<file path="config.mk">
export PLATFORM = sky130hd
export DESIGN_NAME = if_stage
export DESIGN_NICKNAME = d
export VERILOG_FILES = /design/src/rtl/if_stage.sv
export SDC_FILE = /design/constraint.sdc
export NUM_CORES = 1
export LEC_CHECK = 0
export ABC_CLOCK_PERIOD_IN_PS = 2900
export BUFFER_PORTS_ARGS = -buffer_cell sky130_fd_sc_hd__buf_2
export CAP_MARGIN = 10
export CORE_MARGIN = 2
export CORE_UTILIZATION = 51
export CTS_CLUSTER_DIAMETER = 150
export DETAILED_ROUTE_END_ITERATION = 7
export GPL_TIMING_DRIVEN = 0
export PLACE_DENSITY = 0.83
export SYNTH_ARGS = -nofsm -noshare
export SYNTH_HDL_FRONTEND = slang
export SYNTH_SLANG_ARGS = --single-unit
</file>
<file path="constraint.sdc">
create_clock -name clk_i -period 2.9 [get_ports clk_i]
set_clock_uncertainty 0.2 [all_clocks]
set_input_delay 0.435 -clock clk_i [delete_from_list [all_inputs] [get_ports clk_i]]
set_output_delay 0.435 -clock clk_i [all_outputs]
set_load 0.05 [all_outputs]
</file>
<file path="src/rtl/if_stage.sv">
// ---------------------------------------------------------------------------
// if_stage : instruction-fetch stage of the 5-stage ARMv8-M pipeline.
//
// Owns the program counter and presents its word address to an instruction
// memory with a combinational read port. The returned word is captured into
// the IF/ID pipeline register together with its byte address and address+4.
// Supports decode stalls, branch/exception redirects (which squash IF/ID) and
// a fetch-enable gate used while the instruction memory is being loaded.
//
// Optional feature: define FETCH_PERF_EN to add saturating performance
// counters for delivered instructions and bubble cycles.
//
// Parameters
//   RESET_PC  byte address loaded into the PC on reset
//   AW        instruction-memory word-address width
//   DW        instruction word width
//
// Ports
//   clk_i            clock, all state updates on the rising edge
//   rst_i            synchronous active-high reset
//   fetch_en_i       1 = fetching permitted, 0 = hold PC and issue bubbles
//   stall_i          decode hazard stall, hold PC and IF/ID
//   redirect_i       taken branch / exception, load redirect_pc_i, squash IF/ID
//   redirect_pc_i    new fetch byte address (low two bits ignored)
//   imem_addr_o      word address to instruction memory (pc[AW+1:2])
//   imem_dout_i      instruction word read combinationally at imem_addr_o
//   if_id_valid_o    IF/ID holds a real instruction
//   if_id_pc_o       byte address of if_id_instr_o
//   if_id_pc4_o      if_id_pc_o + 4
//   if_id_instr_o    fetched instruction
//   perf_fetch_o     (FETCH_PERF_EN) valid instructions delivered
//   perf_bubble_o    (FETCH_PERF_EN) cycles IF/ID was loaded with a bubble
// ---------------------------------------------------------------------------
module if_stage #(
    parameter logic [31:0] RESET_PC = 32'h0000_0000,
    parameter int          AW       = 9,
    parameter int          DW       = 32
) (
    input  logic          clk_i,
    input  logic          rst_i,
    input  logic          fetch_en_i,
    input  logic          stall_i,
    input  logic          redirect_i,
    input  logic [31:0]   redirect_pc_i,
    output logic [AW-1:0] imem_addr_o,
    input  logic [DW-1:0] imem_dout_i,
    output logic          if_id_valid_o,
    output logic [31:0]   if_id_pc_o,
    output logic [31:0]   if_id_pc4_o,
    output logic [DW-1:0] if_id_instr_o
`ifdef FETCH_PERF_EN
    ,
    output logic [31:0]   perf_fetch_o,
    output logic [31:0]   perf_bubble_o
`endif
);

    typedef enum logic [0:0] {
        ST_IDLE = 1'b0,
        ST_RUN  = 1'b1
    } state_e;

    state_e        state_q, state_d;
    logic [31:0]   pc_q, pc_d;
    logic          valid_q, valid_d;
    logic [31:0]   id_pc_q, id_pc_d;
    logic [31:0]   id_pc4_q, id_pc4_d;
    logic [DW-1:0] id_instr_q, id_instr_d;

    // Word address into imem; wider PCs alias modulo the memory size.
    assign imem_addr_o = pc_q[AW+1:2];

    assign if_id_valid_o = valid_q;
    assign if_id_pc_o    = id_pc_q;
    assign if_id_pc4_o   = id_pc4_q;
    assign if_id_instr_o = id_instr_q;

    // Next-state logic: FSM transition plus the per-cycle redirect/stall/idle/advance action.
    always_comb begin
        state_d    = state_q;
        pc_d       = pc_q;
        valid_d    = valid_q;
        id_pc_d    = id_pc_q;
        id_pc4_d   = id_pc4_q;
        id_instr_d = id_instr_q;

        case (state_q)
            ST_IDLE: begin
                if (fetch_en_i) begin
                    state_d = ST_RUN;
                end else begin
                    state_d = ST_IDLE;
                end
            end
            ST_RUN: begin
                if (!fetch_en_i && !redirect_i) begin
                    state_d = ST_IDLE;
                end else begin
                    state_d = ST_RUN;
                end
            end
            default: begin
                state_d = ST_IDLE;
            end
        endcase

        // The action taken this cycle is decided by the current state, so the
        // instruction fetched on the cycle fetch_en drops is still delivered.
        if (redirect_i) begin
            // Masking instead of slicing keeps every redirect bit consumed.
            pc_d    = redirect_pc_i & 32'hFFFF_FFFC;
            valid_d = 1'b0;
            state_d = ST_RUN;
        end else if (stall_i) begin
            pc_d    = pc_q;
            valid_d = valid_q;
        end else if (state_q == ST_IDLE) begin
            pc_d    = pc_q;
            valid_d = 1'b0;
        end else begin
            id_pc_d    = pc_q;
            id_pc4_d   = pc_q + 32'd4;
            id_instr_d = imem_dout_i;
            valid_d    = 1'b1;
            pc_d       = pc_q + 32'd4;
        end
    end

    // PC, FSM and IF/ID pipeline register.
    always_ff @(posedge clk_i) begin
        if (rst_i) begin
            state_q    <= ST_IDLE;
            pc_q       <= RESET_PC;
            valid_q    <= 1'b0;
            id_pc_q    <= 32'h0000_0000;
            id_pc4_q   <= 32'h0000_0000;
            id_instr_q <= {DW{1'b0}};
        end else begin
            state_q    <= state_d;
            pc_q       <= pc_d;
            valid_q    <= valid_d;
            id_pc_q    <= id_pc_d;
            id_pc4_q   <= id_pc4_d;
            id_instr_q <= id_instr_d;
        end
    end

`ifdef FETCH_PERF_EN
    logic        advance_s;
    logic        bubble_s;
    logic [31:0] perf_fetch_q;
    logic [31:0] perf_bubble_q;

    function automatic logic [31:0] sat_inc(input logic [31:0] v);
        logic [31:0] r;
        if (v == 32'hFFFF_FFFF) begin
            r = v;
        end else begin
            r = v + 32'd1;
        end
        return r;
    endfunction

    // Event decode: a bubble is any cycle IF/ID is loaded invalid; stalls load nothing.
    always_comb begin
        advance_s = 1'b0;
        bubble_s  = 1'b0;
        if (redirect_i) begin
            bubble_s = 1'b1;
        end else if (stall_i) begin
            bubble_s = 1'b0;
        end else if (state_q == ST_IDLE) begin
            bubble_s = 1'b1;
        end else begin
            advance_s = 1'b1;
        end
    end

    // Saturating performance counters.
    always_ff @(posedge clk_i) begin
        if (rst_i) begin
            perf_fetch_q  <= 32'h0000_0000;
            perf_bubble_q <= 32'h0000_0000;
        end else begin
            if (advance_s) begin
                perf_fetch_q <= sat_inc(perf_fetch_q);
            end
            if (bubble_s) begin
                perf_bubble_q <= sat_inc(perf_bubble_q);
            end
        end
    end

    assign perf_fetch_o  = perf_fetch_q;
    assign perf_bubble_o = perf_bubble_q;
`endif

endmodule

</file>
==> results by stage <==
Outcome:
- The run finished with clean final reports.

Power and ir drop:
- For this design the ratio of total power to cell area is 599.0 nW/um^2.
- Across the VDD grid, the largest voltage drop is a little under 0.4 mV.
- The leakage dissipation is about 0.0031 uW.

Placement:
- The HPWL after detailed placement is 11.55 mm.
- Routability-driven placement finished with a final weighted congestion of ~0.93.
- The placed instances occupy a cell area of 6578 um^2.
- The number of port buffers is 167.

Critical path:
- The start point of the critical path is pc_q[9]$_SDFFE_PP0P_.
- The worst setup path is captured at a register.
- The largest individual stage delay along the critical path comes from the cell or4_4.
- The critical path buffer and inverter count is 1.
- The type of the setup path with the least slack is register to register.
- The data arrival at the endpoint of the critical path is between 3000 and 4000 ps.
- The worst setup path is launched from a register.
- For this run, the slowest stage of the critical path takes 570 ps.
- The data required time of the worst path is 3120 ps.
- Of all nets on the critical path, the largest fanout is 10.
- The category of cells accounting for the largest share of critical-path delay is simple AND/OR/NAND/NOR gates.
- Traced cell by cell, the critical path runs through nand4_2 > or4_4 > buf_6 > or3_4 > mux2_4 > a2111oi_4.
- The startpoint of the lowest-slack register-to-register path is pc_q[9]$_SDFFE_PP0P_.

Routing:
- After detailed routing, the number of vias per cell comes to about 5.4.
- The count of TritonRoute iterations in the first routing pass is 6.
- In this run the remaining antenna-violating nets after routing total 0.
- The number of remaining DRC errors is 0.
- The first-iteration detailed-routing DRC count is 480.
- The routed via count is a little under 6000.
- The final wirelength is between 15 and 20 mm.
- The wire length per cell after detailed routing is 16.30 um.

STA:
- The number of slew-limit violations in the final report came to 0.
- Setup repair after global routing left no endpoint under its margin.
- The worst pin sits at a relative slew slack of between 40 and 50%.
- Setup violations remaining at the end of the flow were counted as 0.
- The final-report hold violation count is 0.
- Summed over all failing endpoints, the final setup total negative slack is 0 ps.
- At the pin with the least slew margin, the transition time is a little over 800 ps.
- The time the final worst path needs with I/O delays and setup is ~2800 ps.
- For this run, the top clock speed supported by timing is around 350 MHz.
- The worst path uses 97.81% of the clock period.

Synth:
- The share of the yosys chip area belonging to registers is 44.68%.
- After technology mapping, the gate count stands at about 700.
- The share of the synthesized netlist area taken by xor and xnor gates is under 10%.
- The synthesized netlist devotes around 14% of its cell area to compound gates.
- In this run the mean area of a mapped cell was roughly 8.1 um^2.
- The count of flip-flops with a built-in enable after synthesis is 0.
- The top flip-flop cell by instance count after synthesis is dfxtp_1.
- The yosys synthesis warning count is 0.
- The area fraction in and, or, nand and nor cells after synthesis is approximately 25%.
- Summing every instance area after synthesis gives approximately 5600 um^2.
- Multiplexer cells account for roughly 1.4% of the synthesized area.
- The register bit total from synthesis is approximately 120.
- The post-synthesis cell type count is approximately 50.
- For this run, asynchronously set or reset flops after synthesis account for 0%.
- The largest family of logic cells by synthesized area is simple AND/OR/NAND/NOR gates.
- Summing the areas of all fa, ha and maj instances in the mapped netlist gives less than 1% of the synthesized area.

CTS:
- The count of buffers added by post-CTS timing repair for setup is 0.
- The tree is rooted in a clkbuf_8.
- The number of CTS-inserted buffers is 17.
- The number of clock sinks is 124.
- The later pin in the worst-skew pair is clocked with a latency of between 500 and 600 ps.
- The H-tree level count is 4.
- The clock tree from TritonCTS is yes.
- The deepest clock path buffer count is 2.
- After clock tree synthesis, the clock-pin slew on the worst setup and hold paths is about 60 ps.

Cells and area:
- The area growth from synthesis to final layout is 37.68%.
- Of the cells placed in the final design, the portion with a size suffix greater than 1 is 25.93%.
- Once layout is done, the placed cells without fillers occupy 7649 um^2.
- The number of nets at the end of the flow is slightly below 1000.

GRT:
- The initial antenna violation count is 1.
- The total grt overflow is 0.
- Global routing used 29.77% of the available tracks across all layers.
- The number of global-route vias before repair came to 5508.
- Entering global routing, the biggest net connects 17 pins.
- The first global-routing pass estimated approximately 27 mm of wire.

Die:
- The width of the die is 108.4 um.
- The starting density of the core is between 50% and 60%.
- The floorplan has 38 rows.
- The die is 108.4 um tall.
- The die covers roughly 12000 um^2.
- The core region is between 10000 and 15000 um^2.
- The number of I/O pins is around 180.

Run:
- Max-cap violations in this run came to 0.

Worst hold path:
- The tightest min-delay check is of the input port to register type.
- The worst hold path begins at redirect_pc_i[28].
-- final cells by class --
class,count,area (um^2)
antenna,1,2.502
buffer,72,441.7
clock buffer,21,449.2
clock inverter,11,142.6
fill,853,3097
inverter,2,7.507
multi-input combinational,493,2641
sequential,124,2482
tap,140,175.2
timing repair buffer,214,1306
-- cells by family after synthesis --
| group | count (synthesis) |
|---|---|
| AO/OA/AOI/OAI | 125 |
| XOR/XNOR | 40 |
| adder cells (fa/ha/maj) | 1 |
| buffers and inverters | 74 |
| flip-flops | 124 |
| multiplexers | 7 |
| other | 1 |
| AND/OR/NAND/NOR | 316 |
-- cell usage in the layout (no fill, tap or decap), types with 16 or more instances in the layout --
| master | count |
|---|---|
| nand2_1 | 151 |
| buf_4 | 16 |
| xnor2_1 | 24 |
| dfxtp_1 | 124 |
| dlygate4sd3_1 | 47 |
| clkbuf_1 | 42 |
| a21oi_1 | 73 |
| clkbuf_16 | 16 |
| nor3_1 | 19 |
| a211oi_1 | 33 |
| nor2_1 | 73 |
| buf_2 | 169 |
| nand3_1 | 18 |
| xor2_1 | 16 |
-- layer usage --
layer	track usage [%]	share of wire (%)	routed length [um]
met1	36.02	39	6861
met2	49.69	48	8415
met3	7.474	9.1	1596
met4	13.92	4.0	699
met5	0	0	0
-- path summary, 6_finish.rpt --
| check | depth (start not counted) | slack, ps | end |
|---|---|---|---|
| worst max-delay path | 6 | 60 | pc_q[27]$_SDFFE_PP0P_ |
| worst min register to register | 2 | 250 | if_id_pc_o[22]$_SDFFE_PP0P_ |
| worst max register to register | 6 | 60 | pc_q[27]$_SDFFE_PP0P_ |
| worst min-delay path | 3 | 1 | pc_q[28]$_SDFFE_PP0P_ |
-- synthesized netlist by cell type, types with 3 or more instances --
cell type / instances / area [um^2]
nand4_1: 15 / 93.84
nor3_1: 19 / 95.09
nand2_1: 151 / 566.8
xor2_1: 16 / 140.1
buf_6: 3 / 33.78
mux2i_1: 4 / 40.04
nand3_1: 18 / 90.09
buf_4: 16 / 120.1
a311oi_1: 5 / 43.79
nor2_1: 73 / 274.0
nor2b_1: 3 / 18.77
xnor2_1: 24 / 210.2
or3_1: 4 / 25.02
dfxtp_1: 124 / 2482
a21oi_1: 73 / 365.4
nor4_1: 12 / 75.07
clkbuf_8: 7 / 96.34
o21ai_0: 8 / 40.04
and4_1: 4 / 35.03
clkbuf_1: 40 / 150.1
a211oi_1: 33 / 247.7
-- metrics by stage --
step	std cells	hold WS (ps)	worst slack [ps]	utilization [%]	power, uW
2_1_floorplan	691	248.8	373.9	-	2254
4_1_cts	1076	1.676	133.8	71.01	4568
6_report	1078	1.126	63.57	71.18	4582
3_3_place_gp	998	239.1	174.1	61.21	2413
3_5_place_dp	998	243.0	146.8	61.21	2421
5_1_grt	1078	6.095	20.95	71.18	4716
-- sequential cells by signal, summed over array words and instances, names as in the netlist --
name           count
if_id_instr_o     32
if_id_pc4_o       30
if_id_pc_o        30
if_id_valid_o      1
pc_q              30
state_q            1
-- report_power, final --
group / switching, uW / internal [uW]
sequential: 52.5 / 1770
clock: 780 / 1350
combinational: 407 / 220
-- worst reg2reg max path, cell delays in order (launching register included) --
cell and delay [ps]:
dfxtp_1 550, nand4_2 270, or4_4 570, buf_6 150, or3_4 380, mux2_4 320, a2111oi_4 300
-- repair_timing --
action | 4_1_cts | 5_1_grt
hold buffers | 46 | 1
hold endpoints to repair | 46 | 1
gates resized for setup | 0 | 1
setup endpoints to repair | 0 | 3
(Power assumes the default switching activity.)
